## config.mk

```make
export PLATFORM = sky130hd
export DESIGN_NAME = mul_share_arb_flat
export DESIGN_NICKNAME = d
export VERILOG_FILES = /design/src/rtl/mul_share_arb_pkg.sv /design/src/rtl/mul_share_arb_if.sv /design/src/rtl/mul_share_core.sv /design/src/rtl/mul_share_arb.sv /design/src/flat_wrapper.sv
export SDC_FILE = /design/constraint.sdc
export NUM_CORES = 1
export LEC_CHECK = 0
export CAP_MARGIN = 5
export CORE_MARGIN = 5
export CORE_UTILIZATION = 47
export CTS_CLUSTER_SIZE = 25
export DETAILED_ROUTE_END_ITERATION = 12
export GPL_TIMING_DRIVEN = 0
export PLACE_DENSITY = 0.78
export SYNTH_ARGS = -nofsm -noshare
export SYNTH_HDL_FRONTEND = slang
export SYNTH_SLANG_ARGS = --single-unit
```

## constraint.sdc

```tcl
create_clock -name clk -period 3.26 [get_ports clk]
set_input_delay 0.652 -clock clk [delete_from_list [all_inputs] [get_ports clk]]
set_output_delay 0.652 -clock clk [all_outputs]
set_load 0.03 [all_outputs]
```

## src/rtl/mul_share_arb_pkg.sv

```systemverilog
// mul_share_arb_pkg: shared types and helpers for the shared multiplier arbiter.
//   state_t  : FSM encoding (IDLE/RUN/RESP)
//   NREQ_DEF : default requester count
//   W_DEF    : default operand width
//   rr_pick  : round-robin winner search (returns -1 when nothing is valid)
package mul_share_arb_pkg;

  typedef enum logic [1:0] {
    IDLE = 2'd0,
    RUN  = 2'd1,
    RESP = 2'd2
  } state_t;

  localparam int NREQ_DEF = 4;
  localparam int W_DEF    = 8;

  // First valid index scanning ptr, ptr+1, ... modulo nreq.
  function automatic int rr_pick(input logic [15:0] valid,
                                 input int unsigned ptr,
                                 input int unsigned nreq);
    int          res;
    int unsigned idx;
    res = -1;
    for (int unsigned off = 0; off < nreq; off++) begin
      idx = (ptr + off) % nreq;
      if (res < 0 && valid[idx[3:0]]) res = int'(idx);
    end
    return res;
  endfunction

endpackage

```

## src/rtl/mul_share_arb_if.sv

```systemverilog
// mul_share_arb_if: request/response bundle for mul_share_arb.
//   req_valid/req_ready : per-requester handshake (NREQ bits)
//   req_a/req_b         : packed operands, requester i at [i*W +: W]
//   rsp_valid/rsp_ready : response handshake
//   rsp_id/rsp_c        : owning requester and 2W-bit product
// master = requester/consumer side, slave = arbiter side.
interface mul_share_arb_if #(
  parameter int NREQ = 4,
  parameter int W    = 8
);
  localparam int IDW = $clog2(NREQ);

  logic [NREQ-1:0]   req_valid;
  logic [NREQ-1:0]   req_ready;
  logic [NREQ*W-1:0] req_a;
  logic [NREQ*W-1:0] req_b;
  logic              rsp_valid;
  logic              rsp_ready;
  logic [IDW-1:0]    rsp_id;
  logic [2*W-1:0]    rsp_c;

  modport master (
    output req_valid, req_a, req_b, rsp_ready,
    input  req_ready, rsp_valid, rsp_id, rsp_c
  );

  modport slave (
    input  req_valid, req_a, req_b, rsp_ready,
    output req_ready, rsp_valid, rsp_id, rsp_c
  );
endinterface

```

## src/rtl/mul_share_core.sv

```systemverilog
// mul_share_core: sequential unsigned shift-add multiplier, W iterations.
//   clk, rst : clock, synchronous active-high reset
//   start    : latch a/b, clear accumulator and counter, begin iterating
//   a, b     : W-bit operands
//   done     : high during the cycle whose edge completes the last iteration
//   c        : accumulator value written on that edge (the final product)
module mul_share_core #(
  parameter int W = 8
) (
  input  logic           clk,
  input  logic           rst,
  input  logic           start,
  input  logic [W-1:0]   a,
  input  logic [W-1:0]   b,
  output logic           done,
  output logic [2*W-1:0] c
);
  localparam int CW = $clog2(W);

  logic [W-1:0]   r_a;
  logic [W-1:0]   r_b;
  logic [2*W-1:0] r_acc;
  logic [CW-1:0]  r_cnt;
  logic           r_run;

  logic [2*W-1:0] w_aext;
  logic [2*W-1:0] w_add;
  logic [2*W-1:0] w_acc_nx;

  // Right-shifting accumulator: adding a<<(W-1) and shifting W times
  // leaves b[j] weighted by 2^j without losing low bits.
  always_comb begin
    w_aext   = {{W{1'b0}}, r_a};
    w_add    = r_b[r_cnt] ? (w_aext << (W-1)) : '0;
    w_acc_nx = (r_acc >> 1) + w_add;
  end

  assign done = r_run && (r_cnt == CW'(W-1));
  assign c    = w_acc_nx;

  always_ff @(posedge clk) begin
    if (rst) begin
      r_a   <= '0;
      r_b   <= '0;
      r_acc <= '0;
      r_cnt <= '0;
      r_run <= 1'b0;
    end else if (start) begin
      r_a   <= a;
      r_b   <= b;
      r_acc <= '0;
      r_cnt <= '0;
      r_run <= 1'b1;
    end else if (r_run) begin
      r_acc <= w_acc_nx;
      r_cnt <= r_cnt + 1'b1;
      if (done) r_run <= 1'b0;
    end
  end
endmodule

```

## src/rtl/mul_share_arb.sv

```systemverilog
// mul_share_arb: NREQ requesters share one W-iteration shift-add multiplier.
// Round-robin grant in IDLE, product returned on one tagged response channel
// with backpressure.
//   clk, rst : clock, synchronous active-high reset
//   bus      : mul_share_arb_if.slave (request and response handshakes)
//   busy     : high whenever the FSM is not IDLE
// Build option: MUL_SHARE_ZERO_BYPASS_EN - a zero operand skips RUN and the
// response (0) is presented one edge after acceptance.
module mul_share_arb
  import mul_share_arb_pkg::*;
#(
  parameter int NREQ = NREQ_DEF,
  parameter int W    = W_DEF
) (
  input  logic             clk,
  input  logic             rst,
  mul_share_arb_if.slave   bus,
  output logic             busy
);
  localparam int IDW = $clog2(NREQ);

  state_t          r_state;
  logic [IDW-1:0]  r_ptr;
  logic [IDW-1:0]  r_id;
  logic            r_rsp_valid;
  logic [IDW-1:0]  r_rsp_id;
  logic [2*W-1:0]  r_rsp_c;

  int              w_pick;
  logic            w_found;
  logic [IDW-1:0]  w_win;
  logic [IDW-1:0]  w_ptr_nx;
  logic            w_accept;
  logic            w_start;
  logic [W-1:0]    w_a;
  logic [W-1:0]    w_b;
  logic            w_done;
  logic [2*W-1:0]  w_c;
`ifdef MUL_SHARE_ZERO_BYPASS_EN
  logic            w_zero;
`endif

  always_comb begin
    w_pick   = rr_pick(16'(bus.req_valid), 32'(r_ptr), NREQ);
    w_found  = (w_pick >= 0);
    w_win    = IDW'(w_pick);
    w_ptr_nx = (w_win == IDW'(NREQ-1)) ? '0 : w_win + 1'b1;
    w_a      = bus.req_a[int'(w_win)*W +: W];
    w_b      = bus.req_b[int'(w_win)*W +: W];
    w_accept = (r_state == IDLE) && w_found;
    bus.req_ready = '0;
    if (w_accept) bus.req_ready[w_win] = 1'b1;
  end

`ifdef MUL_SHARE_ZERO_BYPASS_EN
  assign w_zero  = (w_a == '0) || (w_b == '0);
  assign w_start = w_accept && !w_zero;
`else
  assign w_start = w_accept;
`endif

  mul_share_core #(.W(W)) u_core (
    .clk   (clk),
    .rst   (rst),
    .start (w_start),
    .a     (w_a),
    .b     (w_b),
    .done  (w_done),
    .c     (w_c)
  );

  always_ff @(posedge clk) begin
    if (rst) begin
      r_state     <= IDLE;
      r_ptr       <= '0;
      r_id        <= '0;
      r_rsp_valid <= 1'b0;
      r_rsp_id    <= '0;
      r_rsp_c     <= '0;
    end else begin
      case (r_state)
        IDLE: begin
          if (w_accept) begin
            r_id  <= w_win;
            r_ptr <= w_ptr_nx;
`ifdef MUL_SHARE_ZERO_BYPASS_EN
            if (w_zero) begin
              r_rsp_c     <= '0;
              r_rsp_id    <= w_win;
              r_rsp_valid <= 1'b1;
              r_state     <= RESP;
            end else begin
              r_state <= RUN;
            end
`else
            r_state <= RUN;
`endif
          end
        end
        RUN: begin
          if (w_done) begin
            r_rsp_c     <= w_c;
            r_rsp_id    <= r_id;
            r_rsp_valid <= 1'b1;
            r_state     <= RESP;
          end
        end
        RESP: begin
          if (bus.rsp_ready) begin
            r_rsp_valid <= 1'b0;
            r_state     <= IDLE;
          end
        end
        default: r_state <= IDLE;
      endcase
    end
  end

  assign bus.rsp_valid = r_rsp_valid;
  assign bus.rsp_id    = r_rsp_id;
  assign bus.rsp_c     = r_rsp_c;
  assign busy          = (r_state != IDLE);
endmodule

```

## src/flat_wrapper.sv

```systemverilog
// flat-port wrapper written by rule: the top's interface ports become plain ports
module mul_share_arb_flat import mul_share_arb_pkg::*;
#(
  parameter int NREQ = NREQ_DEF,
  parameter int W    = W_DEF
)
  (clk, rst, busy, bus_req_valid, bus_req_a, bus_req_b, bus_rsp_ready, bus_req_ready, bus_rsp_valid, bus_rsp_id, bus_rsp_c);
  mul_share_arb_if #(.NREQ(NREQ), .W(W)) bus_i ();
  input  logic clk;
  input  logic rst;
  output logic busy;
  input wire logic [$bits(bus_i.req_valid)-1:0] bus_req_valid;
  input wire logic [$bits(bus_i.req_a)-1:0] bus_req_a;
  input wire logic [$bits(bus_i.req_b)-1:0] bus_req_b;
  input wire logic [$bits(bus_i.rsp_ready)-1:0] bus_rsp_ready;
  output wire logic [$bits(bus_i.req_ready)-1:0] bus_req_ready;
  output wire logic [$bits(bus_i.rsp_valid)-1:0] bus_rsp_valid;
  output wire logic [$bits(bus_i.rsp_id)-1:0] bus_rsp_id;
  output wire logic [$bits(bus_i.rsp_c)-1:0] bus_rsp_c;
  assign bus_i.req_valid = bus_req_valid;
  assign bus_i.req_a = bus_req_a;
  assign bus_i.req_b = bus_req_b;
  assign bus_i.rsp_ready = bus_rsp_ready;
  assign bus_req_ready = bus_i.req_ready;
  assign bus_rsp_valid = bus_i.rsp_valid;
  assign bus_rsp_id = bus_i.rsp_id;
  assign bus_rsp_c = bus_i.rsp_c;
  mul_share_arb #(.NREQ(NREQ), .W(W)) u_core (.clk(clk), .rst(rst), .bus(bus_i), .busy(busy));
endmodule
```

==> qor.yml <==
status:
  status: "complete, no violations"
synthesis:
  synth_cell_types: 47
  synthMuxAreaShare_pct: 16.09
  syn_area_um2: 3203
  yosysTopAreaCell: "dfxtp_1"
  ys.flop_type: "dfxtp_1"
  synthSimpleGateAreaFrac_pct: 17.77
  synth_top_family_by_area: "simple AND/OR/NAND/NOR gates"
  syn-num-nets: 433
  avgSynthCellArea_um2: 9.231
  synth_fa_ha_area_share_pct: 6.094
  synth_edf_count: 0
  yosys-top-cells-count: "60 x dfxtp_1, 50 x nand2_1, 47 x mux2i_1"
  synth_xor_area_share_pct: 0.8203
  yosysMostFrequentCell: "dfxtp_1"
  yosys_warnings: 0
  syn_inst: 347
  synth_area_leaders: "dfxtp_1 38%, mux2i_1 15%, nand2_1 5.9%"
  yosysSeqAreaShare_pct: 37.50
  synth_compound_area_share_pct: 17.19
  async_flop_share_pct: 0
  netlist.area_leader.share_pct: 37.50
  ys_seq_elements: 60
clocking:
  cts-buffers-inserted: 9
  clkLatencyLatePin_ns: 0.33
  cts_num_sinks: 60
  cts_tree: "yes"
  clockBufferDepth: 2
  root_buffer: "clkbuf_8"
  path_clk_slew_ns: 0.06
  cts_max_level: 3
global_route:
  grt_max_degree: 12
  grt_pass1_wl_um: 12970
  grt_pass1_vias: 2838
  antenna_found_initial: 0
  gr-total-overflow: 0
  grt_usage_pct: 18.67
worst_setup_path:
  critPathLaunchType: "primary input"
  max_stage_delay_ns: 0.50
  cpMaxStageDelayCell: "clkdlybuf4s50_1"
  crit_fanout: 11
  cp-startpoint: "bus_req_valid[0]"
  crit_type: "primary input to primary output"
  cpMostUsedCell: "inv_1"
  critical_path_buf_inv_count: 6
  cp-end-kind: "primary output"
  cp.arrival_ns: 2.49
  crit_family: "buffers and inverters"
  worstPathCellList: "clkdlybuf4s50_1, inv_1, nor3_1, o21ai_1, buf_6, buf_8, inv_1, ha_1, and3_1, clkdlybuf4s15_2"
  crit_required_ns: 2.61
  rr_startpoint: "u_core.u_core.r_cnt[0]$_SDFFE_PP0P_"
flow_run:
  cap_violations: 0
timing:
  setup_viol: 0
  hold_violations: 0
  fin_hold_ws_ns: 0.4539
  fmax_ghz: 0.3180
  period_minus_slack_ns: 3.145
  rsz0062_at_grt: "false"
  finClkSkew_ns: 0.009722
  post-route-period-util_pct: 96.46
  slew_headroom_pct: 46.10
  drv_slew: 0
  worstMarginPinSlew_ns: 0.8085
hold_path:
  holdCritStartpoint: "u_core.bus.rsp_c[1]$_SDFFE_PP0P_"
  hold_class: "register to register"
floorplan:
  start_util_pct: 47.67
  core-area_um2: 6719
  die-area_um2: 8566
  io_pins: 95
  dieWidth_um: 92.56
  fp.dieH_um: 92.56
  rows: 30
power_and_ir_drop:
  p_leak_nw: 1.779
  vdd_drop_max_v: 0.0001990
  power_density_nw_per_um2: 443.0
layout:
  drive_above_1_share_pct: 10.72
  fin_cells: 537
  area_delta_synth_final_pct: 41.48
  n_antenna_cell: 0
  n_fill_cell: 557
  nets: 538
route:
  drtAntennaViolNets: 0
  routed_wl_um: 7740
  drtPass1Iterations: 4
  drc: 0
  vias: 2821
  routedWlPerCell_um: 14.41
  viasPerCell: 5.253
  drt-initial-drc-count: 98
placed_design:
  dp_cells: 521
  hpwl_um: 5995
  numPortBuffers: 94
  gp_congestion: 0.8468
sequential cells by signal, indices dropped and copies added (netlist names):
| register | count |
|---|---|
| u_core.u_core.r_b | 8 |
| u_core.u_core.r_acc | 15 |
| u_core.bus.rsp_valid | 1 |
| u_core.bus.rsp_id | 2 |
| u_core.r_state | 2 |
| u_core.u_core.r_a | 8 |
| u_core.r_id | 2 |
| u_core.r_ptr | 2 |
| u_core.bus.rsp_c | 16 |
| u_core.u_core.r_run | 1 |
| u_core.u_core.r_cnt | 3 |
path summary, 6_finish.rpt:
| path | to | slack [ns] | depth (start not counted) |
|---|---|---|---|
| worst max-delay path | bus_req_ready[0] | 0.12 | 10 |
| worst min-delay path | u_core.bus.rsp_c[1]$_SDFFE_PP0P_ | 0.45 | 2 |
| worst max register to register | u_core.bus.rsp_c[14]$_SDFFE_PP0P_ | 0.24 | 10 |
| worst min register to register | u_core.bus.rsp_c[1]$_SDFFE_PP0P_ | 0.45 | 2 |
metrics by stage:
stage / instance area, um2 / worst slack [ns] / utilization (%) / TNS, ns / power [W]
3_5_place_dp: 4244 / -0.5661 / 63.17 / -2.178 / 0.001179
5_1_grt: 4532 / 0.003792 / 67.45 / 0 / 0.002087
6_report: 4532 / 0.1154 / 67.45 / 0 / 0.002007
2_1_floorplan: 3203 / 0.4076 / - / 0 / 0.001031
4_1_cts: 4512 / 0.01428 / 67.15 / 0 / 0.002013
3_3_place_gp: 4244 / -0.5492 / 63.17 / -2.140 / 0.001172
worst register-to-register path, stage by stage (launching register included):
cell and delay, ns:
dfxtp_2 0.40, mux4_2 0.55, mux2i_4 0.26, nand2b_1 0.22, inv_1 0.06, ha_1 0.28
a211oi_1 0.32, o21ai_0 0.18, a21oi_1 0.21, mux2i_1 0.28, a221oi_1 0.12
cells in the final DEF, fill, tap and decap left out, types with 4 or more instances in the layout:
cell type,Yosys,layout
nand3_1,5,5
clkbuf_1,10,11
dfxtp_1,60,59
mux2i_1,47,46
ha_1,14,14
nor2b_1,11,11
nand2_1,50,50
inv_1,10,10
o221ai_1,6,6
and3_1,4,4
o221ai_2,10,10
clkbuf_8,0,11
nor2_1,24,24
nand2b_1,6,6
a21oi_1,24,24
o21ai_1,4,4
clkdlybuf4s50_1,0,89
a211oi_1,6,6
buf_6,3,4
o21ai_0,7,7
layer usage:
metal	wire, um	part of all wire, %	up-vias	GRT usage [%]
li1	-	-	1443	-
met3	549	7.1	6	4.630
met4	50	0.65	0	6.436
met2	3737	48	99	32.08
met5	0	0	-	0
met1	3403	44	1273	22.65
report_power, final:
group / leakage (nW) / switching, W / total (W) / internal [W]
sequential: 0.488 / 0.0000210 / 0.000790 / 0.000769
clock: 0.127 / 0.000285 / 0.000834 / 0.000549
combinational: 1.16 / 0.000178 / 0.000383 / 0.000205
total: 1.78 / 0.000484 / 0.00201 / 0.00152
layout make-up:
| class | instances | area (um2) | area share (%) |
|---|---|---|---|
| timing repair buffer | 94 | 940.9 | 20.76 |
| multi-input combinational | 257 | 1877 | 41.41 |
| clock inverter | 4 | 95.09 | 2.098 |
| inverter | 10 | 37.54 | 0.8283 |
| clock buffer | 12 | 155.1 | 3.424 |
| tap | 80 | 100.1 | 2.209 |
| buffer | 20 | 123.9 | 2.733 |
| sequential | 60 | 1202 | 26.53 |
logic make-up (layout without fill, tap and decap cells):
| kind of cell | count (synthesis) | count (layout) |
|---|---|---|
| simple gates | 117 | 117 |
| compound gates | 73 | 73 |
| flops | 60 | 60 |
| mux | 49 | 49 |
| buf+inv | 30 | 140 |
| fa+ha+maj | 15 | 15 |
| xor+xnor | 3 | 3 |
repair_timing:
item | 4_1_cts | 5_1_grt
hold buffers | 0 | 0
buffers inserted | 0 | 0
setup endpoints to repair | 6 | 11
resized for setup | 14 | 7
(Power assumes the default switching activity.)
